===== config.mk =====
export PLATFORM = sky130hd
export DESIGN_NAME = stopwatch_ctrl
export DESIGN_NICKNAME = d
export VERILOG_FILES = /design/src/rtl/stopwatch_ctrl.sv
export SDC_FILE = /design/constraint.sdc
export NUM_CORES = 1
export LEC_CHECK = 0
export BUFFER_PORTS_ARGS = -buffer_cell sky130_fd_sc_hd__buf_2
export CORE_MARGIN = 5
export CORE_UTILIZATION = 62
export DETAILED_ROUTE_END_ITERATION = 8
export PLACE_DENSITY = 0.83
export SLEW_MARGIN = 10
export SYNTH_ARGS = -nofsm -noshare
export SYNTH_HDL_FRONTEND = slang
export SYNTH_SLANG_ARGS = --single-unit

===== constraint.sdc =====
create_clock -name clk -period 2.1 [get_ports clk]
set_input_delay 0 -clock clk [delete_from_list [all_inputs] [get_ports clk]]
set_output_delay 0 -clock clk [all_outputs]
set_load 0.01 [all_outputs]

===== src/rtl/stopwatch_ctrl.sv =====
// Stopwatch control: button sync/debounce, IDLE/RUN/PAUSE sequencing and 0.1 s tick prescaler.
// Optional lap/freeze feature enabled by defining STOPWATCH_LAP_EN.
module stopwatch_ctrl #(
  parameter int DB_CYCLES = 2_000_000,
  parameter int TICK_DIV  = 10_000_000
) (
  input  logic clk,
  input  logic rst,
  input  logic btn_go,
  input  logic btn_clr,
  input  logic btn_lap,
  output logic cnt_en,
  output logic cnt_clr,
  output logic running,
  output logic freeze
);

  // state | meaning
  // IDLE  | counter cleared, waiting for go
  // RUN   | prescaler counting, cnt_en ticks issued
  // PAUSE | prescaler held, waiting for go to resume
  typedef enum logic [1:0] {IDLE, RUN, PAUSE} state_t;

`ifdef STOPWATCH_LAP_EN
  localparam int NB = 3;
`else
  localparam int NB = 2;
`endif
  localparam int DBW = $clog2(DB_CYCLES + 1);
  localparam int PW  = $clog2(TICK_DIV);

  logic [NB-1:0]  raw, s1, s2, acc, acc_d, press;
  logic [DBW-1:0] dbc [NB];

`ifdef STOPWATCH_LAP_EN
  assign raw = {btn_lap, btn_clr, btn_go};
`else
  assign raw = {btn_clr, btn_go};
  logic unused_lap;
  assign unused_lap = btn_lap;
`endif

  // Level is accepted only after DB_CYCLES+1 consecutive differing samples.
  always_ff @(posedge clk) begin
    if (rst) begin
      s1    <= '0;
      s2    <= '0;
      acc   <= '0;
      acc_d <= '0;
      for (int i = 0; i < NB; i++) dbc[i] <= '0;
    end else begin
      s1    <= raw;
      s2    <= s1;
      acc_d <= acc;
      for (int i = 0; i < NB; i++) begin
        if (s2[i] != acc[i]) begin
          if (dbc[i] == DBW'(DB_CYCLES)) begin
            acc[i] <= s2[i];
            dbc[i] <= '0;
          end else begin
            dbc[i] <= dbc[i] + 1'b1;
          end
        end else begin
          dbc[i] <= '0;
        end
      end
    end
  end

  assign press = acc & ~acc_d;

  logic go_p, clr_p;
  assign go_p  = press[0];
  assign clr_p = press[1];

  state_t        state, state_n;
  logic [PW-1:0] presc, presc_n;
  logic          cnt_en_n, cnt_clr_n;
`ifdef STOPWATCH_LAP_EN
  logic          frz, frz_n;
`endif

  always_ff @(posedge clk) begin
    if (rst) begin
      state   <= IDLE;
      presc   <= '0;
      cnt_en  <= 1'b0;
      cnt_clr <= 1'b0;
`ifdef STOPWATCH_LAP_EN
      frz     <= 1'b0;
`endif
    end else begin
      state   <= state_n;
      presc   <= presc_n;
      cnt_en  <= cnt_en_n;
      cnt_clr <= cnt_clr_n;
`ifdef STOPWATCH_LAP_EN
      frz     <= frz_n;
`endif
    end
  end

  // clr has priority over go; the prescaler only advances on RUN cycles with no go press.
  always_comb begin
    state_n   = state;
    presc_n   = presc;
    cnt_en_n  = 1'b0;
    cnt_clr_n = 1'b0;
`ifdef STOPWATCH_LAP_EN
    frz_n     = frz;
`endif
    if (clr_p) begin
      state_n   = IDLE;
      presc_n   = '0;
      cnt_clr_n = 1'b1;
`ifdef STOPWATCH_LAP_EN
      frz_n     = 1'b0;
`endif
    end else begin
      case (state)
        IDLE: begin
          if (go_p) begin
            state_n = RUN;
            presc_n = '0;
          end
        end
        RUN: begin
          if (go_p) begin
            state_n = PAUSE;
          end else if (presc == PW'(TICK_DIV - 1)) begin
            presc_n  = '0;
            cnt_en_n = 1'b1;
          end else begin
            presc_n = presc + 1'b1;
          end
        end
        PAUSE: begin
          if (go_p) state_n = RUN;
        end
        default: state_n = IDLE;
      endcase
`ifdef STOPWATCH_LAP_EN
      if (press[2]) begin
        if (state == RUN)        frz_n = ~frz;
        else if (state == PAUSE) frz_n = 1'b0;
      end
`endif
    end
  end

  assign running = (state == RUN);
`ifdef STOPWATCH_LAP_EN
  assign freeze = frz;
`else
  assign freeze = 1'b0;
`endif

endmodule


==> reports/metrics.yaml <==
synth-edff-count: 42
combPwrFrac: 0.038
dieArea_mm2: 0.008204
crit_required_ns: 2.20
clkLatencyLatePin_ns: 0.35
finClkSkew_ns: 0.008880
seqPwrFrac: 0.569
cts-root-buf: "clkbuf_8"
power.density_mw_per_mm2: 640.5
yosysTopAreaCellShare: 0.3133
max-clock-path-buffers: 2
die-height_um: 90.58
die_w_um: 90.58
pin_count: 9
worst-path-max-fanout: 21
status: "finished clean"
rsz0062_at_grt: "no"
synth_top_family_by_area: "simple AND/OR/NAND/NOR gates"
p_int_mw: 2.303
synth-xor-area-share: 0.09357
worst_setup_path_end_kind: "register"
fmax_ghz: 0.5231
h-tree-depth: 3
syn-cell-area_mm2: 0.004025
synthTopCellsByCount: "nor2_1, edfxtp_1, nand2_1, dfxtp_1"
min_period_ns: 1.912
yosysWarningCount: 0
yosysSeqAreaShare: 0.4924
grt_antenna_before_repair: 0
via_count: 3152
min_path_type: "register to register"
setup_viol: 0
post-synth-top-area-cell: "edfxtp_1"
hpwl_mm: 5.219
antenna_left: 0
nets: 487
start_kind: "register"
synth.area.mux_share: 0.007460
path_clk_slew_ns: 0.08
grt_pass1_wl_mm: 12.80
ys.flop_type: "edfxtp_1"
drv_cap: 0
track_usage: 0.1878
p_clk_frac: 0.393
final_max_slew_viol_count: 0
synth_most_common_cell: "nor2_1"
synthSimpleGateAreaFrac: 0.2686
wl_mm: 7.537
grt_max_degree: 22
start_util: 0.6339
place_ws_ns: 0.08420
avgViaCountPerCell: 5.639
diodes: 0
ys_top_cells_by_area: "edfxtp_1, dfxtp_1, nor2_1, xor2_1, xnor2_1"
numCtsBuffers: 9
drive_gt1_frac: 0.09336
slew_headroom: 0.6658
timing.final.ws_setup_ns: 0.1884
io_buffers: 6
syn-instance-count: 415
synthAdderAreaFrac: 0.01554
grt_pass1_vias: 2935
switching_share: 0.2220
crit_type: "register to register"
wl_per_cell_um: 13.48
p_leak_nw: 1.650
synth-compound-area-share: 0.09046
clkSinkCount: 78
syn_to_final_growth_pct: 14.83
cts_tree: "done"
ys_ff_latch: 78
row_count: 29
worstMarginPinSlew_ns: 0.4994
drc: 0
grt_overflow_total: 0
ys_types: 51
core_region_area_mm2: 0.006350
first_pass_iters: 5
switchingPower_mw: 0.6572
hold_violations: 0
fill_cells: 453
fin_crit_sh: 0.9103
synthArstFlopShare: 0
arrival_ns: 2.01
peakVddDrop_uv: 471.9
fin_tns_setup_ns: 0
syn_area_per_cell_um2: 9.699
first_iter_violations: 164
gp_congestion: 0.8520
-- area by class of cell --
cell class	instances	area [µm²]	area share
flip-flops and latches	78	1983	0.4291
clock inverters	3	18.77	0.004061
multi-input cells	355	2096	0.4534
clock buffers	13	191.4	0.04142
well taps	77	96.34	0.02084
repair buffers	24	202.7	0.04385
inverters	9	33.78	0.007309
-- placed cells by master, fill, tap and decap left out, types with 11 or more instances in the layout --
cell type	instances
nor2_1	69
conb_1	43
edfxtp_1	42
nand2_1	37
dfxtp_1	35
xor2_1	25
nand3_1	25
a31oi_1	21
xnor2_1	18
nand4_1	14
buf_4	11
-- routing by layer --
metal / global-route usage / vias up / wire length, µm
li1: - / 1584 / -
met1: 0.2293 / 1480 / 3400
met2: 0.3111 / 70 / 3708
met3: 0.04500 / 18 / 225
met4: 0.08809 / 0 / 202
met5: 0 / - / 0
-- timing repair --
action                                  in CTS  in global routing
gates resized for setup                      0                  4
hold buffers                                 5                  0
hold endpoints to repair                     8                  0
setup buffers                                0                  0
endpoints found under the setup margin       0                 22
-- worst paths after layout --
kind / start / end / slack [ns] / cells after the start
worst max-delay path: dbc[0][12] / dbc[0][20] / 0.19 / 6
worst min-delay path: s1[1] / s2[1] / 0.45 / 1
worst max register to register: dbc[0][12] / dbc[0][20] / 0.19 / 6
worst min register to register: s1[1] / s2[1] / 0.45 / 1
-- metrics by stage --
stage / power [mW] / std cells / utilization / hold slack [ns] / instance area, µm²
floorplan: 1.784 / 456 / - / 0.1282 / 4179
global placement: 1.813 / 538 / 0.6835 / 0.2083 / 4340
detailed placement: 1.818 / 538 / 0.6835 / 0.2347 / 4340
CTS: 2.976 / 559 / 0.7245 / 0.4554 / 4601
global route: 3.072 / 559 / 0.7279 / 0.4601 / 4622
finish: 2.960 / 559 / 0.7279 / 0.4516 / 4622
-- power groups by stage --
stage,Combinational [mW],Clock [mW],Sequential (mW)
after floorplan,0.0768,0,1.71
after global placement,0.0989,0,1.71
after detailed placement,0.101,0,1.72
after CTS,0.110,1.18,1.68
after global routing,0.128,1.26,1.69
final,0.113,1.16,1.68
-- registers in the layout, summed over array words and instances, names as in the netlist --
name and cells:
acc_d 2, acc 2, presc 24, cnt_clr 1, s1 2, s2 2
state 2, cnt_en 1, dbc 42
-- critical path, stage by stage, from the launching register on --
cell and delay [ns]:
edfxtp_1 0.47, nor4bb_1 0.34, nand4_1 0.18, nor3_2 0.28, or3_1 0.18, buf_12 0.16, nor2_1 0.06
-- cells by family (layout without fill, tap and decap cells) --
| logic type | after synthesis | count (layout) |
|---|---|---|
| other | 2 | 43 |
| DFF | 78 | 78 |
| muxes | 3 | 3 |
| and+or+nand+nor | 208 | 208 |
| buffers and inverters | 23 | 49 |
| xor gates and xnor gates | 43 | 43 |
| AOI/OAI and AO/OA | 53 | 53 |
| adders and majority gates | 5 | 5 |
(Power assumes the default switching activity.)
